File: src/rtl/counter_field.sv
// counter_field: modulo counter for one clock-datapath field (seconds, minutes, hours).
//
// Counts MIN_COUNT..MAX_COUNT up or down, supports a range-clamped parallel load and
// produces registered one-cycle wrap pulses for cascading plus a registered BCD copy
// of the count for the display driver.
//
// Ports:
//   clock      in   rising-edge clock
//   reset      in   asynchronous active-high reset, loads RESET_VALUE
//   data       in   parallel load value (binary)
//   load       in   load data on the next edge (clamped to range)
//   enable     in   step once on the next edge
//   down       in   direction for enable: 0 = up, 1 = down
//   count      out  current value, binary
//   count_bcd  out  current value as BCD, [7:4] tens, [3:0] units
//   carry      out  one-cycle pulse on up-wrap MAX_COUNT -> MIN_COUNT
//   borrow     out  one-cycle pulse on down-wrap MIN_COUNT -> MAX_COUNT
//   load_error out  one-cycle pulse when the last load was clamped
module counter_field #(
  parameter int unsigned WIDTH       = 6,
  parameter int unsigned MIN_COUNT   = 0,
  parameter int unsigned MAX_COUNT   = 23,
  parameter int unsigned RESET_VALUE = MIN_COUNT
) (
  input  logic             clock,
  input  logic             reset,
  input  logic [WIDTH-1:0] data,
  input  logic             load,
  input  logic             enable,
  input  logic             down,
  output logic [WIDTH-1:0] count,
  output logic [7:0]       count_bcd,
  output logic             carry,
  output logic             borrow,
  output logic             load_error
);

  localparam logic [WIDTH-1:0] MinVal = WIDTH'(MIN_COUNT);
  localparam logic [WIDTH-1:0] MaxVal = WIDTH'(MAX_COUNT);
  localparam logic [WIDTH-1:0] RstVal = WIDTH'(RESET_VALUE);

  // Binary to two-digit BCD; values are at most 99 so both digits fit in 4 bits.
  function automatic logic [7:0] to_bcd(input logic [WIDTH-1:0] v);
    logic [31:0] n;
    logic [31:0] tens;
    logic [31:0] units;
    n     = 32'(v);
    tens  = n / 32'd10;
    units = n % 32'd10;
    return {tens[3:0], units[3:0]};
  endfunction

  localparam logic [7:0] RstBcd = to_bcd(RstVal);

  logic [WIDTH-1:0] count_q, count_d;
  logic [7:0]       bcd_q;
  logic             carry_q, carry_d;
  logic             borrow_q, borrow_d;
  logic             err_q, err_d;
  logic             above_max;
  logic             below_min;

  assign above_max = data > MaxVal;
  // Written as data + 1 <= MIN so the test stays well-formed when MIN_COUNT is 0.
  assign below_min = (32'(data) + 32'd1) <= MIN_COUNT;

  always_comb begin
    count_d  = count_q;
    carry_d  = 1'b0;
    borrow_d = 1'b0;
    err_d    = 1'b0;
    if (load) begin
      // Load wins over enable and never produces a wrap pulse.
      if (above_max) begin
        count_d = MaxVal;
        err_d   = 1'b1;
      end else if (below_min) begin
        count_d = MinVal;
        err_d   = 1'b1;
      end else begin
        count_d = data;
      end
    end else if (enable) begin
      if (!down) begin
        if (count_q == MaxVal) begin
          count_d = MinVal;
          carry_d = 1'b1;
        end else begin
          count_d = count_q + WIDTH'(1);
        end
      end else begin
        if (count_q == MinVal) begin
          count_d  = MaxVal;
          borrow_d = 1'b1;
        end else begin
          count_d = count_q - WIDTH'(1);
        end
      end
    end
  end

  always_ff @(posedge clock or posedge reset) begin
    if (reset) begin
      count_q  <= RstVal;
      bcd_q    <= RstBcd;
      carry_q  <= 1'b0;
      borrow_q <= 1'b0;
      err_q    <= 1'b0;
    end else begin
      count_q  <= count_d;
      // Registered from the next state so it always tracks count in the same cycle.
      bcd_q    <= to_bcd(count_d);
      carry_q  <= carry_d;
      borrow_q <= borrow_d;
      err_q    <= err_d;
    end
  end

  assign count      = count_q;
  assign count_bcd  = bcd_q;
  assign carry      = carry_q;
  assign borrow     = borrow_q;
  assign load_error = err_q;

endmodule

File: config.mk
export PLATFORM = sky130hd
export DESIGN_NAME = counter_field
export DESIGN_NICKNAME = d
export VERILOG_FILES = /design/src/rtl/counter_field.sv
export SDC_FILE = /design/constraint.sdc
export NUM_CORES = 1
export LEC_CHECK = 0
export CAP_MARGIN = 10
export CELL_PAD_IN_SITES_DETAIL_PLACEMENT = 0
export CELL_PAD_IN_SITES_GLOBAL_PLACEMENT = 2
export CORE_UTILIZATION = 27
export CTS_CLUSTER_DIAMETER = 150
export CTS_CLUSTER_SIZE = 20
export DETAILED_ROUTE_END_ITERATION = 12
export GPL_ROUTABILITY_DRIVEN = 0
export PLACE_DENSITY = 0.77
export SLEW_MARGIN = 40
export SYNTH_ARGS = -nofsm -noshare
export SYNTH_HDL_FRONTEND = slang
export SYNTH_SLANG_ARGS = --single-unit
File: constraint.sdc
create_clock -name clock -period 3.6 [get_ports clock]
set_input_delay 0.54 -clock clock [delete_from_list [all_inputs] [get_ports clock]]
set_output_delay 0.54 -clock clock [all_outputs]
set_load 0.1 [all_outputs]
* After elaboration in Yosys (flattened, before gate mapping)
Index checks and enable logic that the tools add are counted.
** Cells by class
- Reductions and logical operators :: 1
- Bitwise logic cells :: 0
- $lt $le $gt $ge :: 2
- Equality and inequality tests :: 1
- Shifts and indexed selects :: 0
- Mux-type cells :: 18
- Divide/modulo/power cells :: 2
- $mul :: 0
- Add/sub/neg operators :: 3
** Operators with widths (number)
- $mux W6 :: 7
- $div A6 B4 Y32 const B :: 1
- $mod A6 B4 Y32 const B :: 1
- $mux W1 :: 11
- $add A6 B1 Y7 const B :: 1
- $le A7 B1 Y1 const B :: 1
- $add A6 B1 Y6 const B :: 1
- $eq A6 B5 Y1 const B :: 1
- $gt A6 B5 Y1 const B :: 1
- $logic_not A6 Y1 :: 1
- $sub A6 B1 Y6 const B :: 1
** Storage, ports and cells
- Bits in latches :: 0
- Word-level logic and storage cells :: 32
- RAM bits :: 0
- Register bits after elaboration :: 17
- Output and inout port bits :: 17
- Bits of input ports :: 11
- Memories kept :: 0
- Memory bits (read-only) :: 0

* Longest topological paths before layout
Gate-level depths: netlist of run 1.
- Word-level depth :: 6
- Gate-level depth with buffers :: 19
- Depth with buffers taken out :: 18

* Worst setup path before layout of run 1
Ideal clock, no wire load.
- Path kind :: register to register
- Start :: register, netlist name count_bcd[0]
- End :: register bcd_q[3], in the netlist count_bcd[3]
- Slack :: -802 ps
- Buffers on the path :: 1
- Period minus slack after synthesis :: 4402 ps
- Required time :: 3517 ps
- Library setup time :: 83 ps
- Arrival :: 4319 ps
- Cell stages (with the launch flop) :: 20
- Cells stage by stage :: dfrtp_1 > inv_1 > ha_1 > nor4bb_1 > a31oi_1 > and4b_1 > or2_2 > clkbuf_1 > clkinv_1 > ha_1 > inv_1 > ha_1 > nand2b_1 > o22ai_1 > a2bb2oi_1 > a21oi_4 > xnor2_2 > ha_1 > or3_1 > o21ai_0
** RTL lines
- end signal: assignment :: line 105 : bcd_q <= RstBcd;
- end signal: assignment :: line 112 : bcd_q <= to_bcd(count_d);
- end: declaration :: line 56 : logic [7:0] bcd_q;

* Worst setup path in the final report of run 1
- Start :: register count_q[3], in the netlist count[3]
- End :: register bcd_q[3], in the netlist count_bcd[3]
** Between the ends
- Word-level cells in the longest chain between the ends :: 6
- Elaborated cells between the ends (all ways) :: 10
- Classes of those cells :: add/sub (2); div (1); eq/ne (1); mux (5); reduce/logical (1)
** Ends and longest elaborated chain
- start: declaration :: line 55 : logic [WIDTH-1:0] count_q, count_d;
- start signal: assignment :: line 104 : count_q <= RstVal;
- start signal: assignment :: line 110 : count_q <= count_d;
- $add A6 B1 Y6, or another cell as far along :: line 89 : count_d = count_q + WIDTH'(1);
- $mux W6 (on tied branches) :: line 85, 92
- $mux W6 (*) :: line 84 : if (!down) begin
- $mux W6 (*) :: line 83 : end else if (enable) begin
- $mux W6 (*) :: line 72 : if (load) begin
- named net count_d[5] :: line 55
- $mod A6 B4 Y32 (*) :: line 49 : units = n % 32'd10;
Mark *: on every way through the listed nets, which the timed path passes. The rest lies on a longest branch.

==> results of run 1 <==
[metrics by stage]
stage                     std cells  utilization, %
after global routing            258            43.3
final                           258            43.3
after global placement          247            42.1
after detailed placement        247            40.3
after CTS                       257            43.1
after floorplan                 141               -
[routing by layer]
metal / global-route usage (%) / part of all wire (%) / vias to the layer above
met1: 18.7 / 44 / 594
met2: 26.1 / 52 / 24
met3: 1.45 / 2.7 / 4
met5: 0 / 0 / -
li1: - / - / 632
met4: 4.00 / 0.79 / 0
[sequential cells by signal (all words and copies together) (netlist names)]
register / flops
borrow: 1
carry: 1
count: 5
count_bcd: 7
load_error: 1
[worst max-delay path by stage]
stage | startpoint | to | slack (ns) | cells past startpoint
after floorplan | count[3] | count_bcd[3] | -0.27 | 18
after global placement | down | count_bcd[3] | -0.58 | 17
after detailed placement | down | count_bcd[3] | -0.61 | 17
after CTS | count[3] | count_bcd[3] | -0.02 | 17
after global routing | count[3] | count_bcd[3] | -0.17 | 17
final | count[3] | count_bcd[3] | -0.04 | 17
[cell families after synthesis]
family / after synthesis
buffers and inverters: 22
AOI/OAI and AO/OA: 45
other: 1
and+or+nand+nor: 41
DFF: 15
muxes: 5
adders and majority gates: 8
xor gates and xnor gates: 4
[timing repair]
| action | in CTS | in global routing |
|---|---|---|
| setup buffers | 6 | 2 |
| pin swaps | 3 | 2 |
| endpoints found under the setup margin | 4 | 4 |
| gates resized for setup | 8 | 1 |
[final cells by class]
class | instances | area share [%]
clock buffers | 4 | 2.37
well taps | 52 | 3.43
repair buffers | 67 | 25.6
flip-flops and latches | 15 | 20.6
multi-input cells | 104 | 44.5
inverters | 16 | 3.49
[power by group through the flow]
stage	Combinational, mW	Sequential, mW	Clock, mW
6_report	0.631	0.214	0.132
5_1_grt	0.668	0.217	0.145
4_1_cts	0.632	0.214	0.138
3_5_place_dp	0.592	0.218	0
3_3_place_gp	0.616	0.218	0
2_1_floorplan	0.198	0.451	0
[cell usage in the layout (no fill, tap or decap), types with 2 or more instances in the layout]
cell / n
a21o_1: 4
a21oi_1: 2
a21oi_2: 2
a31oi_1: 5
and4b_1: 2
buf_2: 16
buf_4: 41
clkbuf_8: 3
clkdlybuf4s50_1: 9
dfrtp_1: 10
dfrtp_4: 4
ha_1: 5
ha_4: 2
inv_1: 12
mux2i_1: 2
nand2_1: 6
nand2b_1: 4
nand3_1: 2
nor2_1: 10
nor3b_1: 2
o21a_1: 5
o21ai_0: 7
o21ai_1: 2
o221ai_1: 2
or2_2: 2
xor2_1: 2
[synth_stat cells (2+ instances only)]
| library cell | n |
|---|---|
| clkinv_1 | 2 |
| a21oi_1 | 2 |
| inv_1 | 13 |
| xor2_1 | 2 |
| and4b_1 | 2 |
| or2_2 | 2 |
| nand3_1 | 4 |
| nor2_1 | 10 |
| a21o_1 | 4 |
| nand2_1 | 6 |
| o21ai_0 | 9 |
| mux2i_1 | 3 |
| clkbuf_1 | 3 |
| nand2b_1 | 4 |
| a31oi_1 | 5 |
| buf_4 | 2 |
| o21a_1 | 5 |
| ha_1 | 8 |
| nor3b_1 | 2 |
| dfrtp_1 | 15 |
| o221ai_1 | 2 |
| a21oi_2 | 2 |
==> results.ini, run 1 <==
[placed_design]
hpwl_mm = 2.77
dp_slack_ns = -0.611
dpl_cell_area_sq_um = 1770
port_buffers = 26

[timing]
setup_slack_ns = -0.0443
fin_crit_ns = 3.64
holdWs_ns = 0.644
fin_skew_ns = 0.000782
finalCritPeriodShare_pct = 101
fmaxAchievable_mhz = 274
rsz0062_at_grt = yes
drv_slew = 0
finalHoldViolations = 0
worst_pin_slew_ns = 0.556
slew_headroom_pct = 62.9
tns_ns = -0.0540
setup_violations = 2

[grt]
grt_pass1_vias = 1191
grt_pass1_wl_mm = 5.86
gr-total-overflow = 0
grt.total_usage_pct = 14.6
grt_max_degree = 16
antenna_found_initial = 0

[yosys]
synth-main-ff-cell = dfrtp_1
synth.yosys.seq_area_share_pct = 30.2
synth.area.top_cells = dfrtp_1, ha_1, inv_1
synth_top_area_share_pct = 30.2
yosys_warnings = 0
synth_compound_area_share_pct = 26.5
synth_area_sq_um = 1240
synth-simple-area-share_pct = 19.0
muxShareOfSynthArea_pct = 4.23
synth_top_family_by_area = compound AO/OA/AOI/OAI gates
synth.avg_cell_area_sq_um = 8.80
ys_ff_latch = 15
synth-edff-count = 0
synthXorXnorAreaFrac_pct = 3.43
async_reset_ff_share_pct = 100
synthesis.nets = 160
yosysTopAreaCell = dfrtp_1
synthAdderAreaFrac_pct = 8.06
synth_cells = 141
yosysUniqueCellTypes = 56

[outcome]
status = complete, but fails checks
violations = negative setup slack

[worst_setup_path]
reg2reg_to = count_bcd[3]
crit_family = simple AND/OR/NAND/NOR gates
cp-end-kind = flip-flop
critPathMaxStageDelay_ns = 0.54
crit_required_ns = 3.77
crit_path_top_delay_cell = or4b_4
crit_path_max_fanout = 5
critPathKind = flip-flop to flip-flop
cp_common_cell = a21o_1
r2r_cells = 17
cp_data_arrival_time_ns = 3.82
cp-start-kind = flip-flop
crit_chain = or4b_4 -> or4_4 -> a211o_1 -> a21o_1 -> clkinv_4 -> nand3_2 -> o21ai_2 -> inv_2 -> ha_4 -> nand3_4 -> a21o_1 -> nand2_2 -> a21oi_4 -> xnor2_2 -> ha_2 -> or3_1 -> o21ai_1
ff2ff_setup_slack_ns = -0.04
r2r-start = count[3]
cp_num_buf_inv = 2

[cts]
cts_sinks = 15
cts-root-buf = clkbuf_8
cts_tree = done
h-tree-depth = 1
cts_buffer_depth = 2
cts_hold_buf = 0
clk_latency_ns = 0.24
numCtsBuffers = 3
cts.clk_slew.worst_paths_ns = 0.06

[final_layout]
multi_input_area_sq_um = 845
postLayoutCellArea_sq_um = 1900
drive_gt1_share_pct = 43.2
syn2layout_area_growth_pct = 53.0
antenna_cells = 0
fillerInstances = 431
finalNetCount = 226
seqCellArea_sq_um = 392

[drt]
initialDrtViolationCount = 42
wirelength_mm = 3.41
vias = 1254
wl_per_cell_um = 13.2
antenna_left = 0
drc_errors = 0
firstDrtPassIters = 4
via_per_inst = 4.86

[die]
fp.dieH_um = 69.8
num_rows = 24
core-area_sq_um = 4380
initial_utilization_pct = 28.3
die-area_sq_um = 4870
io-pin-count = 28
die_w_um = 69.8

[pwr]
total_power_mw = 0.977
p_leak_nw = 0.879
seq_power_share_pct = 21.9
p_switching_mw = 0.490
p_int_mw = 0.487
power.density_nw_per_um2 = 515
pwr-share-comb_pct = 64.6
switching_share_pct = 50.1
ir_worst_vdd_mv = 0.227
clock_power_share_pct = 13.5

[min_path]
holdCritPathClass = primary input to async pin

[flow_run]
maxCapViolCount = 0

Note: power is estimated with default switching activity, not from simulation.
==> inputs of run 2 (changes only) <==
- SETUP_SLACK_MARGIN: not set -> 0.4
==> results.ini, run 2 (same netlist as run 1, synthesis figures left out) <==
[die]
io-pin-count = 28
die-area_sq_um = 4870
die_w_um = 69.8
fp.dieH_um = 69.8
core-area_sq_um = 4380
num_rows = 24
initial_utilization_pct = 28.3

[worst_setup_path]
cp_data_arrival_time_ns = 3.86
ff2ff_setup_slack_ns = -0.08
critPathKind = flip-flop to flip-flop
cp-start-kind = flip-flop
cp-end-kind = flip-flop
crit_path_max_fanout = 5
crit_required_ns = 3.78

[timing]
fin_skew_ns = 0.00163
setup_violations = 2
finalCritPeriodShare_pct = 102
rsz0062_at_grt = yes
finalHoldViolations = 0
fin_crit_ns = 3.68
setup_slack_ns = -0.0835
drv_slew = 0
slew_headroom_pct = 63.3
holdWs_ns = 0.639
worst_pin_slew_ns = 0.551
fmaxAchievable_mhz = 271

[placed_design]
dp.cells = 250
hpwl_mm = 2.73
dp_slack_ns = -0.603
port_buffers = 26

[flow_run]
maxCapViolCount = 0

[grt]
antenna_found_initial = 0
gr-total-overflow = 0
grt_pass1_wl_mm = 5.85
grt_max_degree = 16
grt.total_usage_pct = 14.8
grt_pass1_vias = 1264

[cts]
cts_tree = done
cts-root-buf = clkbuf_8
clk_latency_ns = 0.24
numCtsBuffers = 3
cts_buffer_depth = 2
cts.clk_slew.worst_paths_ns = 0.06
h-tree-depth = 1
cts_sinks = 15

[final_layout]
seqCellArea_sq_um = 392
fin_cells = 262
fin_util_pct = 45.3
antenna_cells = 0
drive_gt1_share_pct = 48.1
fillerInstances = 439
multi_input_area_sq_um = 888
final_cell_mix = buf_4, buf_2, inv_1
finalNetCount = 230
largest_register_ffs = 7
syn2layout_area_growth_pct = 60.0
layout_commonest_cell = buf_4

[drt]
wl_per_cell_um = 13.0
vias = 1281
antenna_left = 0
via_per_inst = 4.89
firstDrtPassIters = 4
wirelength_mm = 3.42
drc_errors = 0
initialDrtViolationCount = 49

[pwr]
switching_share_pct = 49.9
power.density_nw_per_um2 = 510
clock_power_share_pct = 13.4
seq_power_share_pct = 21.2
pwr-share-comb_pct = 65.4
p_switching_mw = 0.506
p_leak_nw = 0.916
p_int_mw = 0.507
ir_worst_vdd_mv = 0.179

[outcome]
status = complete, but fails checks
violations = negative setup slack

[min_path]
holdCritPathClass = primary input to async pin

run 2: critical path, stage by stage (launching register included):
cell      delay, ns
dfrtp_4        0.48
or4b_4         0.54
or4_4          0.41
a211o_1        0.26
a21o_1         0.20
clkinv_4       0.08
nand3_2        0.06
o21ai_2        0.07
inv_2          0.07
ha_4           0.17
buf_4          0.13
buf_4          0.12
o21a_1         0.09
a31o_1         0.21
a32o_2         0.30
or3_1          0.35
o21ai_1        0.07
run 2: what timing repair did:
item / 4_1_cts / 5_1_grt
resized for setup: 6 / 17
setup buffers: 4 / 4
hold buffers: 0 / 0
setup endpoints to repair: 5 / 5
pin swaps: 4 / 7
run 2: final cells by class:
type                    instances  share of cell area, %
multi-input cells             104                   44.7
repair buffers                 71                   26.6
flip-flops and latches         15                   19.7
inverters                      16                   3.34
well taps                      52                   3.28
clock buffers                   3                   2.08
clock inverters                 1                  0.252
run 2: metal layers:
metal  vias up  global-route usage, %  wire, um
li1        646                      -         -
met1       611                   17.6      1480
met2        22                   27.0      1830
met3         2                   2.18       100
met4         0                   4.89        15
met5         -                      0         0
run 2: final timing paths:
path                                from      endpoint  cells after the start
min in group clock              count[5]        borrow                      3
worst min register to register  count[5]        borrow                      3
worst max-delay path            count[3]  count_bcd[3]                     16
worst min-delay path               reset  count_bcd[1]                      2
max in group asynchronous          reset      count[3]                      2
worst max register to register  count[3]  count_bcd[3]                     16
run 2: stage by stage:
step | power (mW) | setup TNS, ns | area [sq um]
6_report | 1.01 | -0.104 | 1990
5_1_grt | 1.07 | -0.581 | 1990
4_1_cts | 0.974 | -0.0843 | 1880
3_5_place_dp | 0.813 | -2.35 | 1790
3_3_place_gp | 0.837 | -2.14 | 1870
2_1_floorplan | 0.649 | -0.512 | 1310
run 2: power groups by stage:
| stage | Clock, mW | Sequential (mW) | Combinational (mW) |
|---|---|---|---|
| after global routing | 0.154 | 0.219 | 0.701 |
| final | 0.135 | 0.215 | 0.663 |
| after floorplan | 0 | 0.451 | 0.198 |
| after CTS | 0.141 | 0.215 | 0.618 |
| after global placement | 0 | 0.218 | 0.619 |
| after detailed placement | 0 | 0.219 | 0.594 |
